===== config.mk =====
export PLATFORM = sky130hd
export DESIGN_NAME = seg7_scan_ctrl
export DESIGN_NICKNAME = d
export VERILOG_FILES = /design/src/rtl/seg7_scan_ctrl.sv
export SDC_FILE = /design/constraint.sdc
export NUM_CORES = 1
export LEC_CHECK = 0
export CAP_MARGIN = 20
export CORE_MARGIN = 2
export CORE_UTILIZATION = 35
export CTS_BUF_LIST = sky130_fd_sc_hd__clkbuf_8
export DETAILED_ROUTE_END_ITERATION = 10
export PLACE_DENSITY = 0.68
export SYNTH_ARGS = -nofsm -noshare
export SYNTH_HDL_FRONTEND = slang
export SYNTH_SLANG_ARGS = --single-unit
export TNS_END_PERCENT = 100

===== constraint.sdc =====
create_clock -name clk_in -period 1.9 [get_ports clk_in]
set_input_delay 0.38 -clock clk_in [delete_from_list [all_inputs] [get_ports clk_in]]
set_output_delay 0.38 -clock clk_in [all_outputs]
set_load 0.005 [all_outputs]

===== src/rtl/seg7_scan_ctrl.sv =====
// Time-multiplexed scan scheduler for a shared 4-digit common-anode seven-segment display.
// Inputs are snapshotted at each slot boundary and a blanking guard opens every slot.
module seg7_scan_ctrl #(
  parameter int TICK_DIV = 100000,
  parameter int GUARD    = 1000,
  parameter bit LZ_BLANK = 1'b0
) (
  input  logic        clk_in,
  input  logic        rst,
  input  logic        en,
  input  logic [15:0] value,
  input  logic [3:0]  blank,
  input  logic [3:0]  dp,
  output logic [3:0]  an,
  output logic [6:0]  seg,
  output logic        dp_out,
  output logic [1:0]  scan_idx,
  output logic        slot_tick
);

  localparam logic [16:0] CNT_MAX   = 17'(TICK_DIV - 1);
  localparam logic [16:0] GUARD_CNT = 17'(GUARD);

  logic [16:0] cnt;
  logic [1:0]  idx;
  logic [15:0] val_s;
  logic [3:0]  blank_s;
  logic [3:0]  dp_s;

  logic        wrap;
  logic        z3, z2, z1;
  logic [3:0]  lz;
  logic [3:0]  digit;
  logic        vis;
  logic [6:0]  hex_seg;

  assign wrap     = (cnt == CNT_MAX);
  assign scan_idx = idx;

  // Leading-zero suppression cascades down from the most significant digit.
  always_comb begin
    z3 = (val_s[15:12] == 4'h0);
    z2 = z3 && (val_s[11:8] == 4'h0);
    z1 = z2 && (val_s[7:4] == 4'h0);
    lz = 4'b0000;
    if (LZ_BLANK) lz = {z3, z2, z1, 1'b0};
  end

  assign digit = val_s[{idx, 2'b00} +: 4];
  assign vis   = en & ~blank_s[idx] & ~lz[idx];

  always_comb begin
    hex_seg = 7'h7F;
    case (digit)
      4'h0: hex_seg = 7'h40;
      4'h1: hex_seg = 7'h79;
      4'h2: hex_seg = 7'h24;
      4'h3: hex_seg = 7'h30;
      4'h4: hex_seg = 7'h19;
      4'h5: hex_seg = 7'h12;
      4'h6: hex_seg = 7'h02;
      4'h7: hex_seg = 7'h78;
      4'h8: hex_seg = 7'h00;
      4'h9: hex_seg = 7'h10;
      4'hA: hex_seg = 7'h08;
      4'hB: hex_seg = 7'h03;
      4'hC: hex_seg = 7'h46;
      4'hD: hex_seg = 7'h21;
      4'hE: hex_seg = 7'h06;
      4'hF: hex_seg = 7'h0E;
      default: hex_seg = 7'h7F;
    endcase
  end

  always_ff @(posedge clk_in) begin
    if (rst) begin
      cnt       <= '0;
      idx       <= '0;
      val_s     <= '0;
      blank_s   <= 4'b1111;
      dp_s      <= '0;
      slot_tick <= 1'b0;
      an        <= 4'b1111;
      seg       <= 7'h7F;
      dp_out    <= 1'b1;
    end else begin
      slot_tick <= wrap;
      if (wrap) begin
        cnt     <= '0;
        idx     <= idx + 2'd1;
        val_s   <= value;
        blank_s <= blank;
        dp_s    <= dp;
      end else begin
        cnt <= cnt + 17'd1;
      end
      // Outputs reflect the pre-edge slot state, so they trail cnt/idx by one cycle.
      if ((cnt < GUARD_CNT) || !vis) begin
        an     <= 4'b1111;
        seg    <= 7'h7F;
        dp_out <= 1'b1;
      end else begin
        an     <= ~(4'b0001 << idx);
        seg    <= hex_seg;
        dp_out <= ~dp_s[idx];
      end
    end
  end

endmodule

Word-level counts from Yosys, hierarchy flattened
Memories as Yosys holds them, arrays and structs flattened. A register that Yosys moved wholly into a read port is not among the register bits. Cells that the tools add are included.

Mux-type cells: 6. Reduce and logical (&&, ||, !) cells: 4. Eq/ne operators: 1. Bitwise logic cells: 6. Add/sub/neg operators: 2. Shift operators: 2. Order comparisons: 2.

Operators with widths (number): adder 17 x 1 -> 17 bit, second input constant (1); == test 17 bit, second input constant (1); less-than comparator 17 x 10 -> 1 bit, second input constant (1); variable part select 16 x 5 -> 4 bit (1); binary-select mux 1 bit (select 2 bit) (3); NOT 4 bit (1); OR reduction 2 bit (2); << shifter 1 x 2 -> 4 bit, first input constant (1); less-than comparator 2 x 3 -> 1 bit, second input constant (1); two-way mux 1 bit (3); NOT 1 bit (3); adder 2 x 1 -> 2 bit, second input constant (1); bitwise AND 1 bit (2); logical NOT 1 bit (1); logical OR 1 bit (1).

Output and inout port bits: 15. ROM bits: 112. Register bits: 49. Memories kept: 1. Word-level logic and storage cells: 32.

Memory list: (name not given) (depth 16, bits a word 7, rd ports 1, clocked after Yosys merged registers in 1, wr ports 0, line 54) `case (digit)`.

Longest topological paths before layout
Depth after elaboration: 8. Gate-level depth with buffers: 8. Depth with buffers taken out: 7.

Least setup slack after synthesis
No wires, ideal clock.

Path type: flip-flop to flip-flop. Start point: reg idx[0] (netlist: scan_idx[0]). End point: reg seg[0]. Arrival: 1.953 ns. Clock period less this slack: 2.083 ns. Required time: 1.770 ns. Slack: -0.183 ns. Setup time: 0.130 ns. Cell stages (with the launch flop): 7. Cells stage by stage: dfxtp_1 buf_6 mux4_2 ha_1 or3_1 o2111ai_1 o211ai_1.

Word-level cells in the longest chain between the ends: 8. Elaborated cells between the ends (all ways): 12.

Ends and longest elaborated chain: from (decl) (line 25) `logic [1:0] idx;`; from (signal assigned) (line 90) `idx <= idx + 2'd1;`; binary-select mux 1 bit (select 2 bit) (line 50) `assign vis = en & ~blank_s[idx] & ~lz[idx];`; two-way mux 1 bit (implied by the code) (line 50); NOT 1 bit (line 50); bitwise AND 1 bit (2 in series) (line 50); logical NOT 1 bit (line 98) `if ((cnt < GUARD_CNT) || !vis) begin`; logical OR 1 bit (line 98); OR reduction 2 bit (no source line); to (decl) (line 15) `output logic [6:0] seg,`.

Several ways; a longest one is shown, not always the timed one. The select of a mux whose other input is x is not followed. A chain may end at the register's enable or synchronous reset.

Worst setup path after layout
Same ends and word-level chain as after synthesis.

==> flow_summary.ini <==
[status]
status = finished clean

[setup_path]
endpoint_kind = flop
path_buf_inv = 1
arrival_ns = 2.08
cp-start-kind = flop
cp_max_fo = 4
crit_path_max_incr_delay_ns = 0.59
path_class = reg -> reg
cpLargestDelayFamily = multiplexers
required_ns = 2.14
slowest_stage = mux4_2
crit_chain = mux4_2 -> inv_4 -> ha_1 -> mux2i_1 -> mux2_2 -> o211ai_1

[routing]
drc = 0
viasPerCell = 4.854
finalWirelength_mm = 5.080
vias = 1825
dr.pass1.iters = 4
routedWlPerCell_um = 13.51
ant_nets = 0
drt_iter0_markers = 40

[floorplan]
start_util_pct = 35.64
pin_count = 42
fp.dieH_um = 89.25
design.core.area_um2 = 7137
dieArea_um2 = 7966
die_width_um = 89.25
num_rows = 31

[logic_synthesis]
ys_async_sr_fraction_pct = 0
synth_area_um2 = 2544
synthTopCellsByArea = dfxtp_1 44%, ha_1 5.4%, mux2i_1 4.3%
synth_common_cells = 56 x dfxtp_1, 16 x nor2_1, 12 x a22o_1
yosysMostFrequentCell = dfxtp_1
seq_area_frac_synth_pct = 44.07
synth_largest_area_cell = dfxtp_1
synth-main-ff-cell = dfxtp_1
postSynthCellCount = 225
synth_top_area_share_pct = 44.07
synth_cell_type_count = 46
ys_ff_latch = 56
synth_nets = 263
synth_edf_count = 0
ys_warn_count = 0
syn_avg_cell_area_um2 = 11.31

[cts]
cts.root.buffer_cell = clkbuf_8
clock_path_buffers = 2
htreeDepth = 2
cts_buffers = 5
clkSinkCount = 56
clock_latency_ns = 0.31
path_clk_slew_ns = 0.10
cts_tree = yes
cts_hold_buf = 0

[timing]
min_period_ns = 1.840
fmax_mhz = 543.6
hold_violations = 0
timing.slew.headroom_pct = 71.97
setup_tns_ns = 0
post-route-period-util_pct = 96.83
finClkSkew_ns = 0.01280
tightestPinTransition_ns = 0.4087
slew_viol_final = 0
setup_viol = 0

[final_layout]
final_util_pct = 44.97
drive_above_1_share_pct = 22.38
area_delta_synth_final_pct = 26.17
final_nets = 314
antenna_cells = 0

[place]
hpwlAfterDp_mm = 3.784
place_congestion = 0.8239
io_buffers = 41

[global_routing]
overflow = 0
first_global_vias = 1752
antenna_found_initial = 0
gr-usage-all-layers_pct = 13.52
grt_max_degree = 23
grt_pass1_wl_mm = 8.307

[min_path]
hold_path.class = reg -> reg

[power]
ir_drop_mv = 0.2507
power.density_nw_per_um2 = 602.2
power.leakage_uw = 0.001202

[flow_run]
drv_cap = 0
[final timing paths]
path	slack (ns)	start	cells after the start	endpoint
setup / recovery	0.06	scan_idx[0]$_SDFFE_PP0P_	6	seg[0]$_SDFF_PP1_
hold / removal	0.47	cnt[0]$_SDFF_PP0_	1	cnt[0]$_SDFF_PP0_
setup reg to reg	0.06	scan_idx[0]$_SDFFE_PP0P_	6	seg[0]$_SDFF_PP1_
hold reg to reg	0.47	cnt[0]$_SDFF_PP0_	1	cnt[0]$_SDFF_PP0_
[cell type report]
class                      instances  area (µm²)
clock inverter                     2       11.26
clock buffer                       6       82.58
inverter                           6       30.03
multi-input combinational        151        1313
timing repair buffer              56       523.0
tap                               99       123.9
sequential                        56        1126
fill                             703        3928
[cell families (layout without fill, tap and decap cells)]
| group | after synthesis | after routing | share of synthesized area, % |
|---|---|---|---|
| AND/OR/NAND/NOR | 63 | 63 | 14.51 |
| flip-flops | 56 | 56 | 44.07 |
| AO/OA/AOI/OAI | 42 | 42 | 14.02 |
| multiplexers | 21 | 21 | 11.12 |
| buffers and inverters | 18 | 70 | 6.050 |
| XOR/XNOR | 14 | 14 | 4.821 |
| adder cells (fa/ha/maj) | 11 | 11 | 5.411 |
[flip-flops by register name, summed over array words and instances, names as in the netlist]
register	count
slot_tick	1
seg	7
dp_s	4
dp_out	1
an	4
cnt	17
blank_s	4
scan_idx	2
val_s	16
[repair_timing]
action / in CTS / in global routing
resized for setup: 0 / 7
setup buffers: 0 / 2
endpoints found under the setup margin: 1 / 7
hold endpoints to repair: 0 / 0
pin swaps: 0 / 1
[worst register-to-register path, stage by stage (launching register included)]
cell and delay (ns):
dfxtp_4 0.37, mux4_2 0.59, inv_4 0.12, ha_1 0.20, mux2i_1 0.08, mux2_2 0.26
o211ai_1 0.16
[through the flow]
stage / power [µW] / setup WS (ns) / area [µm²] / std cells / hold WS (ns)
after global placement: 1297 / 0.1008 / 3075 / 367 / 0.4468
final: 1933 / 0.06029 / 3209 / 376 / 0.4740
after detailed placement: 1298 / 0.04574 / 3075 / 367 / 0.4582
after floorplan: 1234 / -0.04108 / 2566 / 225 / 0.4296
after CTS: 1958 / 0.03472 / 3162 / 374 / 0.4803
after global routing: 1997 / -0.005100 / 3209 / 376 / 0.5026
[power breakdown]
group	total, µW	leakage [µW]	switching [µW]	internal (µW)
Clock	662	0.0000486	371	292
Sequential	1180	0.000453	5.45	1180
Combinational	88.0	0.000700	30.8	57.2
Total	1930	0.00120	407	1530
[routing by layer]
metal | vias up | GRT usage (%) | wire length [µm]
met3 | 6 | 3.601 | 195
met2 | 32 | 23.57 | 2506
met4 | 0 | 4.206 | 60
met5 | - | 0 | 0
li1 | 926 | - | -
met1 | 861 | 16.23 | 2317
[placed cells by master (no fill, tap or decap), types with 2 or more instances in the layout]
cell,instances
dfxtp_1,54
clkdlybuf4s50_1,41
nor2_1,16
buf_4,15
a22o_1,12
nand2_1,11
mux2i_1,10
nand3_1,10
a22o_2,9
ha_1,9
xor2_1,8
xnor2_1,6
clkbuf_8,6
inv_1,5
mux2_2,5
mux4_2,4
and4_1,4
o211ai_1,4
o22a_2,4
nand4_1,3
or3_4,3
o21ai_0,3
nor3_1,3
nand3b_1,2
o221ai_1,2
a21oi_1,2
o21a_1,2
ha_4,2
No activity file was read; power rests on OpenSTA's default activity.
